<file path="src/rtl/seg7_scan_driver_pkg.sv">
// Shared definitions for the 8-digit 7-segment scan driver.
// Contents:
//   ADDR_DATA / ADDR_CTRL : register select values on the CPU addr line
//   CTRL_RESET            : CTRL value out of reset (all digits on, no dp)
//   HEX7_TABLE            : nibble -> active-high segments {g,f,e,d,c,b,a}
package seg7_scan_driver_pkg;

  localparam logic ADDR_DATA = 1'b0;
  localparam logic ADDR_CTRL = 1'b1;

  localparam logic [15:0] CTRL_RESET = 16'h00FF;

  // Element 15 is listed first so that HEX7_TABLE[n] is the glyph for n.
  localparam logic [15:0][6:0] HEX7_TABLE = {
    7'h71, 7'h79, 7'h5E, 7'h39, 7'h7C, 7'h77, 7'h6F, 7'h7F,
    7'h07, 7'h7D, 7'h6D, 7'h66, 7'h4F, 7'h5B, 7'h06, 7'h3F
  };

endpackage

</file>
<file path="src/rtl/seg7_scan_driver_if.sv">
// CPU register bus for the scan driver (same bus as the LED register).
// Signals:
//   we   : write enable, single-cycle, always accepted
//   addr : 0 = DATA, 1 = CTRL
//   wd   : write data
//   rd   : combinational readback
// Modports: master = CPU side, slave = display peripheral side.
interface seg7_scan_driver_if;
  logic        we;
  logic        addr;
  logic [31:0] wd;
  logic [31:0] rd;

  modport master (output we, output addr, output wd, input rd);
  modport slave  (input we, input addr, input wd, output rd);
endinterface

</file>
<file path="src/rtl/seg7_scan_driver_hex_decode.sv">
// Combinational hex digit decoder.
// Ports:
//   nibble : 4-bit value to display
//   segs   : active-high segments {g,f,e,d,c,b,a}
module seg7_hex_decode
  import seg7_scan_driver_pkg::*;
(
  input  logic [3:0] nibble,
  output logic [6:0] segs
);

  always_comb begin
    segs = HEX7_TABLE[nibble];
  end

endmodule

</file>
<file path="src/rtl/seg7_scan_driver.sv">
// Eight-digit multiplexed 7-segment driver fed from a CPU-mapped DATA register.
// The value is copied into a shadow register once per frame so a digit never
// shows a half-updated word. Each digit slot starts with a short blank window
// to stop ghosting while the digit enables switch.
// Ports:
//   clk        : system clock, rising edge
//   rst_n      : asynchronous active-low reset
//   bus        : CPU register bus (slave side)
//   digit_sel  : digit enables, active-low, bit i = digit i (0 = rightmost)
//   seg        : segments {dp,g,f,e,d,c,b,a}, active-low
//   frame_tick : one-cycle pulse after the shadow register loads
module seg7_scan_driver
  import seg7_scan_driver_pkg::*;
#(
  parameter int SCAN_DIV     = 1000,
  parameter int BLANK_CYCLES = 8,
  parameter int PRESC_W      = 16
) (
  input  logic                clk,
  input  logic                rst_n,
  seg7_scan_driver_if.slave   bus,
  output logic [7:0]          digit_sel,
  output logic [7:0]          seg,
  output logic                frame_tick
);

  logic [31:0]        data_reg;
  logic [15:0]        ctrl_reg;
  logic [31:0]        shadow;
  logic [PRESC_W-1:0] presc;
  logic [2:0]         idx;
  logic               presc_wrap;
  logic               frame_wrap;
  logic [3:0]         nibble;
  logic [6:0]         hex_segs;
  logic [7:0]         next_sel;
  logic [7:0]         next_seg;

  assign presc_wrap = (presc == PRESC_W'(SCAN_DIV - 1));
  assign frame_wrap = presc_wrap && (idx == 3'd7);

  always_comb begin
    bus.rd = (bus.addr == ADDR_CTRL) ? {16'h0000, ctrl_reg} : data_reg;
  end

  always_ff @(posedge clk or negedge rst_n) begin
    if (!rst_n) begin
      data_reg <= '0;
      ctrl_reg <= CTRL_RESET;
    end else if (bus.we) begin
      if (bus.addr == ADDR_DATA) data_reg <= bus.wd;
      else                       ctrl_reg <= bus.wd[15:0];
    end
  end

  // The shadow samples data_reg before any write on the same edge lands,
  // so a write coinciding with the frame wrap shows up one frame later.
  always_ff @(posedge clk or negedge rst_n) begin
    if (!rst_n) begin
      presc      <= '0;
      idx        <= '0;
      shadow     <= '0;
      frame_tick <= 1'b0;
    end else begin
      frame_tick <= frame_wrap;
      if (presc_wrap) begin
        presc <= '0;
        idx   <= idx + 3'd1;
      end else begin
        presc <= presc + PRESC_W'(1);
      end
      if (frame_wrap) shadow <= data_reg;
    end
  end

  assign nibble = shadow[{idx, 2'b00} +: 4];

  seg7_hex_decode u_hex_decode (
    .nibble (nibble),
    .segs   (hex_segs)
  );

  always_comb begin
    next_sel = 8'hFF;
    next_seg = 8'hFF;
    if (presc >= PRESC_W'(BLANK_CYCLES) && ctrl_reg[idx]) begin
      next_sel = ~(8'b1 << idx);
      next_seg = {~ctrl_reg[{1'b1, idx}], ~hex_segs};
    end
  end

  // Registering the pins keeps glitches from the decoder off the board.
  always_ff @(posedge clk or negedge rst_n) begin
    if (!rst_n) begin
      digit_sel <= 8'hFF;
      seg       <= 8'hFF;
    end else begin
      digit_sel <= next_sel;
      seg       <= next_seg;
    end
  end

endmodule

</file>
<file path="src/flat_wrapper.sv">
// flat-port wrapper written by rule: the top's interface ports become plain ports
module seg7_scan_driver_flat import seg7_scan_driver_pkg::*;
#(
  parameter int SCAN_DIV     = 1000,
  parameter int BLANK_CYCLES = 8,
  parameter int PRESC_W      = 16
)
  (clk, rst_n, digit_sel, seg, frame_tick, bus_we, bus_addr, bus_wd, bus_rd);
  seg7_scan_driver_if bus_i ();
  input  logic clk;
  input  logic rst_n;
  output logic [7:0] digit_sel;
  output logic [7:0] seg;
  output logic frame_tick;
  input wire logic [$bits(bus_i.we)-1:0] bus_we;
  input wire logic [$bits(bus_i.addr)-1:0] bus_addr;
  input wire logic [$bits(bus_i.wd)-1:0] bus_wd;
  output wire logic [$bits(bus_i.rd)-1:0] bus_rd;
  assign bus_i.we = bus_we;
  assign bus_i.addr = bus_addr;
  assign bus_i.wd = bus_wd;
  assign bus_rd = bus_i.rd;
  seg7_scan_driver #(.SCAN_DIV(SCAN_DIV), .BLANK_CYCLES(BLANK_CYCLES), .PRESC_W(PRESC_W)) u_core (.clk(clk), .rst_n(rst_n), .bus(bus_i), .digit_sel(digit_sel), .seg(seg), .frame_tick(frame_tick));
endmodule
</file>
<file path="config.mk">
export PLATFORM = sky130hd
export DESIGN_NAME = seg7_scan_driver_flat
export DESIGN_NICKNAME = d
export VERILOG_FILES = /design/src/rtl/seg7_scan_driver_pkg.sv /design/src/rtl/seg7_scan_driver_if.sv /design/src/rtl/seg7_scan_driver_hex_decode.sv /design/src/rtl/seg7_scan_driver.sv /design/src/flat_wrapper.sv
export SDC_FILE = /design/constraint.sdc
export NUM_CORES = 1
export LEC_CHECK = 0
export BUFFER_PORTS_ARGS = -buffer_cell sky130_fd_sc_hd__buf_4
export CORE_UTILIZATION = 25
export DETAILED_ROUTE_END_ITERATION = 6
export GPL_TIMING_DRIVEN = 1
export PLACE_DENSITY = 0.53
export SYNTH_ARGS = -nofsm -noshare
export SYNTH_HDL_FRONTEND = slang
export SYNTH_SLANG_ARGS = --single-unit
</file>
<file path="constraint.sdc">
create_clock -name clk -period 2.6 [get_ports clk]
set_input_delay 0.26 -clock clk [delete_from_list [all_inputs] [get_ports clk]]
set_output_delay 0.26 -clock clk [all_outputs]
set_load 0.01 [all_outputs]
</file>
==> results.tsv, run 1 <==
stage	metric	value	unit
run_status	status	finished clean	
cells_and_area	layout cells sized above 1	51.1	%
placed_design	area post-placement	6470	um^2
route	via count	3431	
worst_setup_path	CP Capture Type	flop	
clock_network	later-pin clock latency in the skew report	0.42	ns
route	vias per cell	4.40	
synth	FF+latch count, synth	116	
sta	Worst-Margin Slew	0.634	ns
worst_setup_path	worst path cell trace	buf_4, mux4_2, nand2_1, and2_1, inv_1, ha_1, inv_1, nor2_1, a21oi_1, o221ai_1	
sta	fin. max-slew vios	0	
sta	RSZ-0062 raised after global routing	false	
sta	Fin Clk Skew	0.00674	ns
global_routing	vias in the first global route	3627	
global_routing	overall overflow remaining after global route	0	
worst_setup_path	critical path's top delay family	multiplexers	
clock_network	Post-CTS Setup Bufs	0	
synth	synthesized instance count	396	
route	drt pass-1 iters	4	
sta	Tmin final	2.31	ns
placed_design	DPL Wire Length	9270	um
cells_and_area	synth-to-layout area growth	28.0	%
synth	Warnings, synthesis	0	
job	maxcap violations	0	
synth	mapped cell area	5520	um^2
clock_network	clk sinks	116	
pwr	Logic pwr share	11.0	%
synth	sequential cell area fraction in the yosys report	53.2	%
clock_network	Inserted Clock Buffers	17	
hold_path	HP Class	input port to flop	
placed_design	GP Congestion	0.770	
route	DRC viols	0	
route	DRT Wirelength	12600	um
die	Starting Density	25.8	%
clock_network	CTS tree	done	
sta	relative slew slack	57.7	%
pwr	Lkg Pwr	3.16	nW
worst_setup_path	CP arrival	2.61	ns
die	die height	151	um
die	full die area	22700	um^2
pwr	PD cells	691	nW/um^2
synth	post-synth cell types	44	
clock_network	CTS Root Cell	clkbuf_16	
route	final antenna-violating net count	0	
worst_setup_path	Critical-path top delay cell	mux4_2	
global_routing	global-route wire length before repair	20300	um
route	initial drt markers	124	
pwr	Pint	3.75	mW
sta	final hold violations	0	
global_routing	Tot GR Track Use	12.1	%
pwr	Clock Power Share	46.5	%
worst_setup_path	buffers and inverters on the worst path	3	
pwr	Sw Share	23.2	%
global_routing	largest net degree at the start of global routing	49	
worst_setup_path	Most common cell on crit path	inv_1	
placed_design	Port Buffer Count	84	
pwr	Flop pwr share	42.5	%
worst_setup_path	CP required	2.91	ns
pwr	Sw Pwr	1.13	mW
cells_and_area	# nets final	542	
worst_setup_path	CP peak stage delay	0.51	ns
die	Top Ports	85	
clock_network	H-tree Lvls	4	
synth	syn avg cell area	13.9	um^2
synth	synthesized net count	446	
sta	post-route clock period utilization	88.7	%
clock_network	clock buffer depth	2	
pwr	Peak VDD IR	0.429	mV
sta	fmax	434	MHz
die	Die Wd	151	um
cells_and_area	ant diodes	0	
route	routed length per instance	16.2	um
sta	TNS Setup	0	ns
worst_setup_path	CP Launch Type	flop	
cells_and_area	post-route cell area	7060	um^2
sta	Final setup viols	0	
global_routing	initial antenna violation count	0	
clock_network	Clock transition at path regs	0.05	ns
die	row cnt	53	
worst_setup_path	CP Max Fanout	7	
worst_setup_path	critical path class	flop to flop	
die	Placeable Area	21400	um^2
[synthesized netlist by cell type (all sizes together)]
cell type / number / area (um^2)
o21ai: 4 / 20.0
xnor2: 8 / 70.1
nor3: 5 / 25.0
or4: 1 / 7.51
dfstp: 24 / 631
a211oi: 1 / 7.51
and3: 4 / 25.0
clkbuf: 7 / 26.3
dfrtp: 92 / 2300
nand2: 28 / 105
nand4: 2 / 12.5
o211ai: 1 / 7.51
a21oi: 5 / 28.8
nor3b: 1 / 7.51
xor2: 7 / 61.3
mux4: 10 / 236
and2: 1 / 6.26
o221ai: 3 / 26.3
o31ai: 1 / 12.5
ha: 14 / 175
a22o: 1 / 8.76
inv: 9 / 33.8
nand2b: 1 / 6.26
o22ai: 1 / 6.26
or3: 1 / 6.26
a211o: 1 / 8.76
o211a: 1 / 10.0
buf: 12 / 109
nor4: 3 / 33.8
nor2: 15 / 56.3
mux2i: 5 / 50.1
nand3: 8 / 40.0
mux2: 99 / 1230
or2: 1 / 6.26
nor2b: 19 / 119
[worst paths after layout]
check / end / startpoint / depth (start not counted) / slack [ns]
worst max-delay path: u_core.seg[6]$_DFF_PN1_ / u_core.idx[0]$_DFFE_PN0N_ / 10 / 0.29
worst min-delay path: u_core.data_reg[29]$_DFFE_PN0P_ / bus_wd[29] / 2 / 0.06
worst max register to register: u_core.seg[6]$_DFF_PN1_ / u_core.idx[0]$_DFFE_PN0N_ / 10 / 0.29
worst min register to register: u_core.presc[0]$_DFF_PN0_ / u_core.presc[0]$_DFF_PN0_ / 1 / 0.49
max in group asynchronous: u_core.seg[7]$_DFF_PN1_ / rst_n / 3 / 1.40
min in group asynchronous: u_core.data_reg[7]$_DFFE_PN0P_ / rst_n / 2 / 0.41
[what timing repair did]
item	in CTS	in global routing
hold endpoints to repair	37	0
gates resized for setup	0	1
setup endpoints to repair	0	2
hold buffers	1	0
[layer usage]
layer  wire, um  vias up  share of wire (%)  GRT usage [%]
li1           -     1580                  -              -
met1       5990     1740                 47           16.7
met2       5740       98                 45           17.6
met3        741       13                5.9           3.82
met4        148        0                1.2           4.39
met5          0        -                  0              0
[logic make-up (layout without fill, tap and decap cells)]
family / count (synthesis) / after routing / share of synthesized area [%]
AND/OR/NAND/NOR: 90 / 90 / 8.28
multiplexers: 114 / 114 / 27.5
buffers and inverters: 28 / 137 / 3.06
adder cells (fa/ha/maj): 14 / 14 / 3.18
XOR/XNOR: 15 / 15 / 2.38
flip-flops: 116 / 116 / 53.2
AO/OA/AOI/OAI: 19 / 19 / 2.47
[area by class of cell]
cell class | count | area [um^2]
Multi-Input combinational cell | 252 | 2420
Inverter | 9 | 33.8
Tap cell | 275 | 344
Clock inverter | 10 | 105
Sequential cell | 116 | 2930
Fill cell | 2129 | 14300
Clock buffer | 22 | 474
Timing Repair Buffer | 96 | 748
[placed cells by master, fill, tap and decap left out, types with 2 or more instances in the layout]
cell type	Yosys	layout
mux2_4	30	30
xor2_1	7	7
mux4_2	7	7
ha_1	14	14
nand3_1	8	8
nor2b_1	19	18
mux2i_1	5	5
inv_1	9	9
o21ai_0	3	3
clkbuf_1	7	2
mux2_1	2	2
xnor2_1	8	8
buf_4	0	93
mux2_2	67	67
clkinvlp_4	0	2
mux4_1	3	3
o221ai_1	3	3
buf_12	1	2
nor3_1	5	5
bufinv_16	0	2
nand4_1	2	2
dfrtp_1	92	91
clkinv_2	0	6
nor2_1	15	15
and3_1	4	4
nor4_1	2	2
dfstp_2	24	24
a21oi_1	4	4
nand2_1	28	28
clkbuf_16	0	17
clkbuf_8	0	3
[metrics by stage]
step	hold slack [ns]	util [%]	setup WS (ns)	power, mW	std cells
finish	0.0601	33.1	0.293	4.88	780
global route	0.0546	33.1	0.0880	5.10	780
CTS	0.0472	33.1	0.198	4.95	780
detailed placement	0.335	30.3	0.215	2.65	747
global placement	0.324	30.3	0.351	2.64	747
floorplan	-0.0356	-	0.359	2.33	396
[power by group through the flow]
stage | clock network, mW | logic, mW | registers (mW)
floorplan | 0 | 0.270 | 2.06
global placement | 0 | 0.535 | 2.10
detailed placement | 0 | 0.547 | 2.11
CTS | 2.33 | 0.551 | 2.08
global route | 2.42 | 0.585 | 2.09
finish | 2.27 | 0.535 | 2.07
No activity file was read; power rests on OpenSTA's default activity.
==> inputs of run 2 (changes only) <==
--- a/config.mk
+++ b/config.mk
@@ -6,10 +6,10 @@
 export NUM_CORES = 1
 export LEC_CHECK = 0
 export BUFFER_PORTS_ARGS = -buffer_cell sky130_fd_sc_hd__buf_4
-export CORE_UTILIZATION = 25
+export CORE_UTILIZATION = 55
 export DETAILED_ROUTE_END_ITERATION = 6
-export GPL_TIMING_DRIVEN = 1
-export PLACE_DENSITY = 0.53
+export GPL_TIMING_DRIVEN = 0
+export PLACE_DENSITY = 0.89
 export SYNTH_ARGS = -nofsm -noshare
 export SYNTH_HDL_FRONTEND = slang
 export SYNTH_SLANG_ARGS = --single-unit
==> run 2 against run 1 <==
Compared with the run above: routed wire length increased by 10%; power up 4.1%; clock-buffer cell count down 4; sequential cell count is the same; critical path type unchanged; critical endpoint is now u_core.seg[5]$_DFF_PN1_; largest cell class unchanged.
==> results.tsv, run 2 (synthesis gave the netlist of run 1 again) <==
stage	metric	value	unit	change
worst_setup_path	CP arrival	2.94	ns	+0.33 ns
pwr	Peak VDD IR	0.417	mV	-2.7%
sta	Hold Slack	0.169	ns	+0.109 ns
sta	fmax	394	MHz	-9.1%
placed_design	pre-CTS setup slack	0.00632	ns	-0.208 ns
global_routing	met2 usage	47.7	%	+30 points
die	Placeable Area	9730	um^2	-54%
worst_setup_path	CP Max Fanout	10		+3
job	maxcap violations	0		unchanged
clock_network	clk sinks	116		unchanged
sta	Fin Clk Skew	0.0102	ns	+0.00347 ns
clock_network	clock buffer depth	2		unchanged
route	final antenna-violating net count	0		unchanged
sta	Tmin final	2.54	ns	+0.231 ns
sta	final hold violations	0		unchanged
pwr	PD cells	695	nW/um^2	+0.58%
run_status	status	finished clean		
worst_setup_path	critical path class	flop to flop		
route	via count	3837		+12%
global_routing	vias in the first global route	3886		+7.1%
route	DRC viols	0		unchanged
placed_design	Port Buffer Count	83		-1.2%
sta	TNS Setup	0	ns	unchanged
worst_setup_path	CP Launch Type	flop		
clock_network	H-tree Lvls	4		unchanged
die	Starting Density	56.7	%	+31 points
placed_design	placed insts	612		-18%
sta	post-route clock period utilization	97.6	%	+8.9 points
route	vias per cell	5.64		+28%
global_routing	GR peak layer	met2		
cells_and_area	# nets final	584		+7.7%
global_routing	initial antenna violation count	0		unchanged
cells_and_area	register area	2930	um^2	about the same
worst_setup_path	crit path from	u_core.idx[0]$_DFFE_PN0N_		
cells_and_area	synth-to-layout area growth	32.5	%	
global_routing	overall overflow remaining after global route	0		unchanged
route	drt pass-1 iters	4		unchanged
placed_design	GP Congestion	0.842		+9.3%
cells_and_area	multi-input logic area	2430	um^2	+0.26%
route	DRT Wirelength	13900	um	+10%
clock_network	Inserted Clock Buffers	17		unchanged
placed_design	DPL Wire Length	7890	um	-15%
cells_and_area	commonest non-fill, non-tap cell in the layout	dfrtp_1		
sta	fin. max-slew vios	0		unchanged
global_routing	largest net degree at the start of global routing	117		+140%
clock_network	CTS Root Cell	clkbuf_8		
route	initial drt markers	196		+58%
sta	relative slew slack	52.7	%	-5.0 points
die	Die Wd	102	um	-32%
cells_and_area	ant diodes	0		unchanged
worst_setup_path	Reg2Reg Launch Point	u_core.idx[0]$_DFFE_PN0N_		
global_routing	met1 usage	32.4	%	+16 points
pwr	Lkg Pwr	3.31	nW	+5.0%
global_routing	met3 usage	6.91	%	+3.1 points
worst_setup_path	CP Capture Type	flop		
hold_path	HP Class	input port to asynchronous set/reset pin		
global_routing	Tot GR Track Use	27.3	%	+15 points
global_routing	global-route wire length before repair	20700	um	+1.8%
worst_setup_path	cell count of the worst reg-to-reg path	10		unchanged
cells_and_area	layout cells sized above 1	47.3	%	-3.7 points
sta	RSZ-0062 raised after global routing	false		
clock_network	Clock transition at path regs	0.06	ns	about the same
route	routed length per instance	20.5	um	+27%
cells_and_area	Non-Filler Instances	680		-13%
die	Top Ports	85		unchanged
sta	Worst-Margin Slew	0.704	ns	+0.0701 ns
die	full die area	10400	um^2	-54%
cells_and_area	most frequent cells in the layout	92 x dfrtp_1, 84 x buf_4, 67 x mux2_2, 33 x dlygate4sd3_1, 30 x mux2_4		
clock_network	CTS tree	done		
cells_and_area	fill cell count	569		-73%
clock_network	later-pin clock latency in the skew report	0.52	ns	+0.10 ns
die	die height	102	um	-32%
pwr	Power, Total	5.08	mW	+4.1%
sta	worst setup slack after layout	0.0622	ns	-0.231 ns
worst_setup_path	CP required	3.00	ns	+0.09 ns
sta	Final setup viols	0		unchanged
die	row cnt	36		-32%
-- run 2: changes by cell type in the layout (fill, tap and decap cells not counted), sizes merged --
cell	previous run	this run
bufinv	2	4
buf	95	98
dlygate4sd3	1	33
inv	9	10
clkinvlp	2	3
clkbuf	22	25
-- run 2: metal layers --
layer | wire length (um) | vias to the layer above
met3 | 803 | 33
met5 | 0 | -
met4 | 528 | 0
met2 | 7270 | 175
li1 | - | 1665
met1 | 5320 | 1964
-- run 2: path summary, 6_finish.rpt --
kind                                                    to  slack, ns
setup / recovery                   u_core.seg[5]$_DFF_PN1_       0.06
hold / removal             u_core.data_reg[23]$_DFFE_PN0P_       0.17
setup reg to reg                   u_core.seg[5]$_DFF_PN1_       0.06
hold reg to reg                 u_core.presc[15]$_DFF_PN0_       0.48
max in group asynchronous   u_core.ctrl_reg[3]$_DFFE_PN1P_       1.71
min in group clk           u_core.ctrl_reg[10]$_DFFE_PN0P_       0.41
-- run 2: layout make-up --
| type | count | area share (%) |
|---|---|---|
| Tap cell | 133 | 2.28 |
| Timing Repair Buffer | 119 | 13.7 |
| Buffer | 19 | 1.85 |
| Clock inverter | 14 | 2.52 |
| Inverter | 9 | 0.462 |
| Multi-Input combinational cell | 252 | 33.2 |
| Clock buffer | 18 | 5.86 |
| Sequential cell | 116 | 40.1 |
-- run 2: report_power, final --
| group | internal, mW | total (mW) | leakage (nW) | switching [mW] |
|---|---|---|---|---|
| logic | 0.339 | 0.584 | 1.58 | 0.245 |
| clock network | 1.57 | 2.42 | 0.294 | 0.844 |
| registers | 1.96 | 2.07 | 1.43 | 0.110 |
| total | 3.88 | 5.08 | 3.31 | 1.20 |
-- run 2: worst max-delay path, stage by stage, from the launching register on --
cell and delay, ns:
dfrtp_1 0.40, buf_6 0.18, buf_12 0.16, mux4_1 0.63
mux2i_4 0.26, inv_1 0.13, ha_1 0.21, inv_1 0.10
nor2_1 0.07, a21oi_1 0.13, o221ai_1 0.15
-- run 2: through the flow --
step | instance area [um^2] | utilization (%)
after floorplan | 5520 | -
after global placement | 6300 | 64.8
after detailed placement | 6300 | 64.8
after CTS | 7240 | 74.4
after global routing | 7310 | 75.1
final | 7310 | 75.1
-- run 2: repair_timing --
item,in CTS,in global routing
hold buffers,32,1
setup buffers,0,2
pin swaps,0,0
endpoints found under the setup margin,3,3
hold endpoints to repair,46,27
cloned,0,0
gates resized for setup,1,2
==> inputs of run 3 (changes only) <==
==> constraint.sdc (replaced) <==
create_clock -name clk -period 2.6 [get_ports clk]
set_input_delay 0.52 -clock clk [delete_from_list [all_inputs] [get_ports clk]]
set_output_delay 0.52 -clock clk [all_outputs]
set_load 0.01 [all_outputs]
==> run 3 against run 2 <==
Compared with the run above: via count fell by 7.2%; utilization fell by 3.3 points; register-to-register slack improved by 0.04 ns; sequential share of layout area rose by 1.8 points; clock-buffer cell count did not move; cell count fell by 4.7%; global-route usage fell by 2.0 points; sequential power barely moved; hold slack improved by 0.058 ns; largest cell class unchanged.
==> results.tsv, run 3 (synthesis gave the netlist of run 1 again) <==
stage	metric	value	unit	change
route	final antenna-violating net count	0		unchanged
global_routing	overall overflow remaining after global route	0		unchanged
clock_network	CTS Root Cell	clkbuf_8		
route	vias per cell	5.50		-2.6%
sta	Fin Clk Skew	0.00877	ns	-0.00143 ns
worst_setup_path	CP Launch Type	input port		
cells_and_area	post-route cell area	6990	um^2	-4.4%
route	DRC viols	0		unchanged
die	row cnt	36		unchanged
die	die height	102	um	unchanged
clock_network	clk sinks	116		unchanged
pwr	Sw Share	23.2	%	-0.43 points
worst_setup_path	RR Endpoint	u_core.seg[5]$_DFF_PN1_		
route	via count	3561		-7.2%
hold_path	HP Class	input port to flop		
worst_setup_path	CP arrival	1.98	ns	-0.96 ns
die	Die Wd	102	um	unchanged
pwr	Flop pwr share	41.3	%	+0.4 points
pwr	Peak VDD IR	0.427	mV	+2.3%
global_routing	initial antenna violation count	0		unchanged
worst_setup_path	CP Capture Type	output pin		
clock_network	CTS tree	done		
hold_path	hold path depth	2		
sta	fmax	400	MHz	+1.5%
global_routing	Tot GR Track Use	25.4	%	-2.0 points
pwr	Sw Pwr	1.16	mW	-3.2%
worst_setup_path	cell count of the worst reg-to-reg path	10		unchanged
sta	Worst-Margin Slew	0.706	ns	+0.00187 ns
cells_and_area	layout cells sized above 1	50.3	%	+2.9 points
route	initial drt markers	137		-30%
global_routing	largest net degree at the start of global routing	117		unchanged
die	Top Ports	85		unchanged
route	routed length per instance	19.0	um	-7.3%
die	full die area	10400	um^2	unchanged
worst_setup_path	critical path class	input port to output pin		
sta	Tmin final	2.50	ns	-0.0379 ns
run_status	status	finished clean		
pwr	Pint	3.84	mW	-0.83%
hold_path	HP Start	bus_wd[28]		
sta	post-route clock period utilization	96.1	%	-1.5 points
route	drt pass-1 iters	4		unchanged
cells_and_area	most frequent cells in the layout	92 x dfrtp_1, 84 x buf_4, 67 x mux2_2, 30 x mux2_4, 28 x nand2_1		
pwr	Clock Power Share	47.9	%	+0.3 points
route	DRT Wirelength	12300	um	-12%
job	maxcap violations	0		unchanged
sta	final hold violations	0		unchanged
cells_and_area	ant diodes	0		unchanged
cells_and_area	synth-to-layout area growth	26.7	%	
worst_setup_path	worst path cell trace	clkbuf_1, clkbuf_1, mux2_2, buf_4		
worst_setup_path	Most common cell on crit path	clkbuf_1		
pwr	Logic pwr share	10.8	%	-0.7 points
pwr	PD cells	716	nW/um^2	+3.1%
worst_setup_path	r2r setup slk	0.10	ns	+0.04 ns
hold_path	Hold EP	u_core.data_reg[28]$_DFFE_PN0P_		
worst_setup_path	CP Max Fanout	10		unchanged
placed_design	GP Congestion	0.842		unchanged
global_routing	vias in the first global route	3665		-5.7%
clock_network	clock buffer depth	2		unchanged
worst_setup_path	CP peak stage delay	0.57	ns	-0.06 ns
clock_network	Inserted Clock Buffers	17		unchanged
worst_setup_path	CP required	2.08	ns	-0.92 ns
cells_and_area	# nets final	552		-5.5%
die	Starting Density	56.7	%	unchanged
worst_setup_path	Reg2Reg Launch Point	u_core.idx[0]$_DFFE_PN0N_		
placed_design	DPL Wire Length	7890	um	unchanged
sta	relative slew slack	52.9	%	+0.23 points
sta	fin. max-slew vios	0		unchanged
placed_design	Port Buffer Count	83		unchanged
sta	RSZ-0062 raised after global routing	false		
clock_network	H-tree Lvls	4		unchanged
clock_network	later-pin clock latency in the skew report	0.52	ns	about the same
cells_and_area	commonest non-fill, non-tap cell in the layout	dfrtp_1		
placed_design	area post-placement	6300	um^2	unchanged
die	Placeable Area	9730	um^2	unchanged
sta	TNS Setup	0	ns	unchanged
pwr	Lkg Pwr	3.18	nW	-3.9%
global_routing	global-route wire length before repair	19200	um	-7.0%
worst_setup_path	Critical-path top delay cell	clkbuf_1		
clock_network	Clock transition at path regs	0.06	ns	about the same
sta	Final setup viols	0		unchanged
[run 3: power groups by stage]
stage	combinational, mW	clock (mW)	sequential, mW
after CTS	0.538	2.43	2.06
after floorplan	0.270	0	2.06
after global placement	0.515	0	2.07
final	0.540	2.40	2.07
after global routing	0.584	2.52	2.08
after detailed placement	0.530	0	2.09
[run 3: critical path, delay by kind of cell]
family	cells	cell delay, ns
buf+inv	3	1.02
mux	1	0.43
[run 3: timing repair]
item,in CTS,in global routing
hold endpoints to repair,0,9
hold buffers,0,1
buffers inserted,0,2
gates resized for setup,1,2
setup endpoints to repair,3,3
[run 3: cell type report]
type / instances / area (um^2)
plain buffers: 19 / 135
well taps: 133 / 166
clock inverters: 14 / 184
inverters: 9 / 33.8
multi-input cells: 252 / 2430
clock buffers: 18 / 428
fillers: 601 / 2740
repair buffers: 87 / 679
flip-flops and latches: 116 / 2930
[run 3: worst max path at each step]
stage                         endpoint                      start  slack [ns]
2_1_floorplan  u_core.seg[5]$_DFF_PN1_  u_core.idx[0]$_DFFE_PN0N_        0.36
3_3_place_gp   u_core.seg[5]$_DFF_PN1_  u_core.idx[0]$_DFFE_PN0N_        0.10
3_5_place_dp   u_core.seg[5]$_DFF_PN1_  u_core.idx[0]$_DFFE_PN0N_       0.006
4_1_cts        u_core.seg[5]$_DFF_PN1_  u_core.idx[0]$_DFFE_PN0N_        0.02
5_1_grt        u_core.seg[3]$_DFF_PN1_  u_core.idx[0]$_DFFE_PN0N_        0.02
6_report                     bus_rd[3]                   bus_addr        0.10
[run 3: stage by stage]
stage               hold WS (ns)  util (%)  total power [mW]  setup WS (ns)  instances
global route               0.220      71.8              5.18         0.0229        648
finish                     0.226      71.8              5.00          0.100        648
global placement           0.460      64.8              2.59          0.102        612
CTS                        0.213      71.1              5.03         0.0186        644
floorplan                  0.224         -              2.33          0.359        396
detailed placement         0.484      64.8              2.62        0.00632        612
[run 3: per-layer routing]
metal / part of all wire (%) / up-vias / global-route usage, %
li1: - / 1609 / -
met1: 41 / 1806 / 31.1
met2: 53 / 123 / 42.5
met3: 4.3 / 23 / 6.84
met4: 2.2 / 0 / 11.0
met5: 0 / - / 0
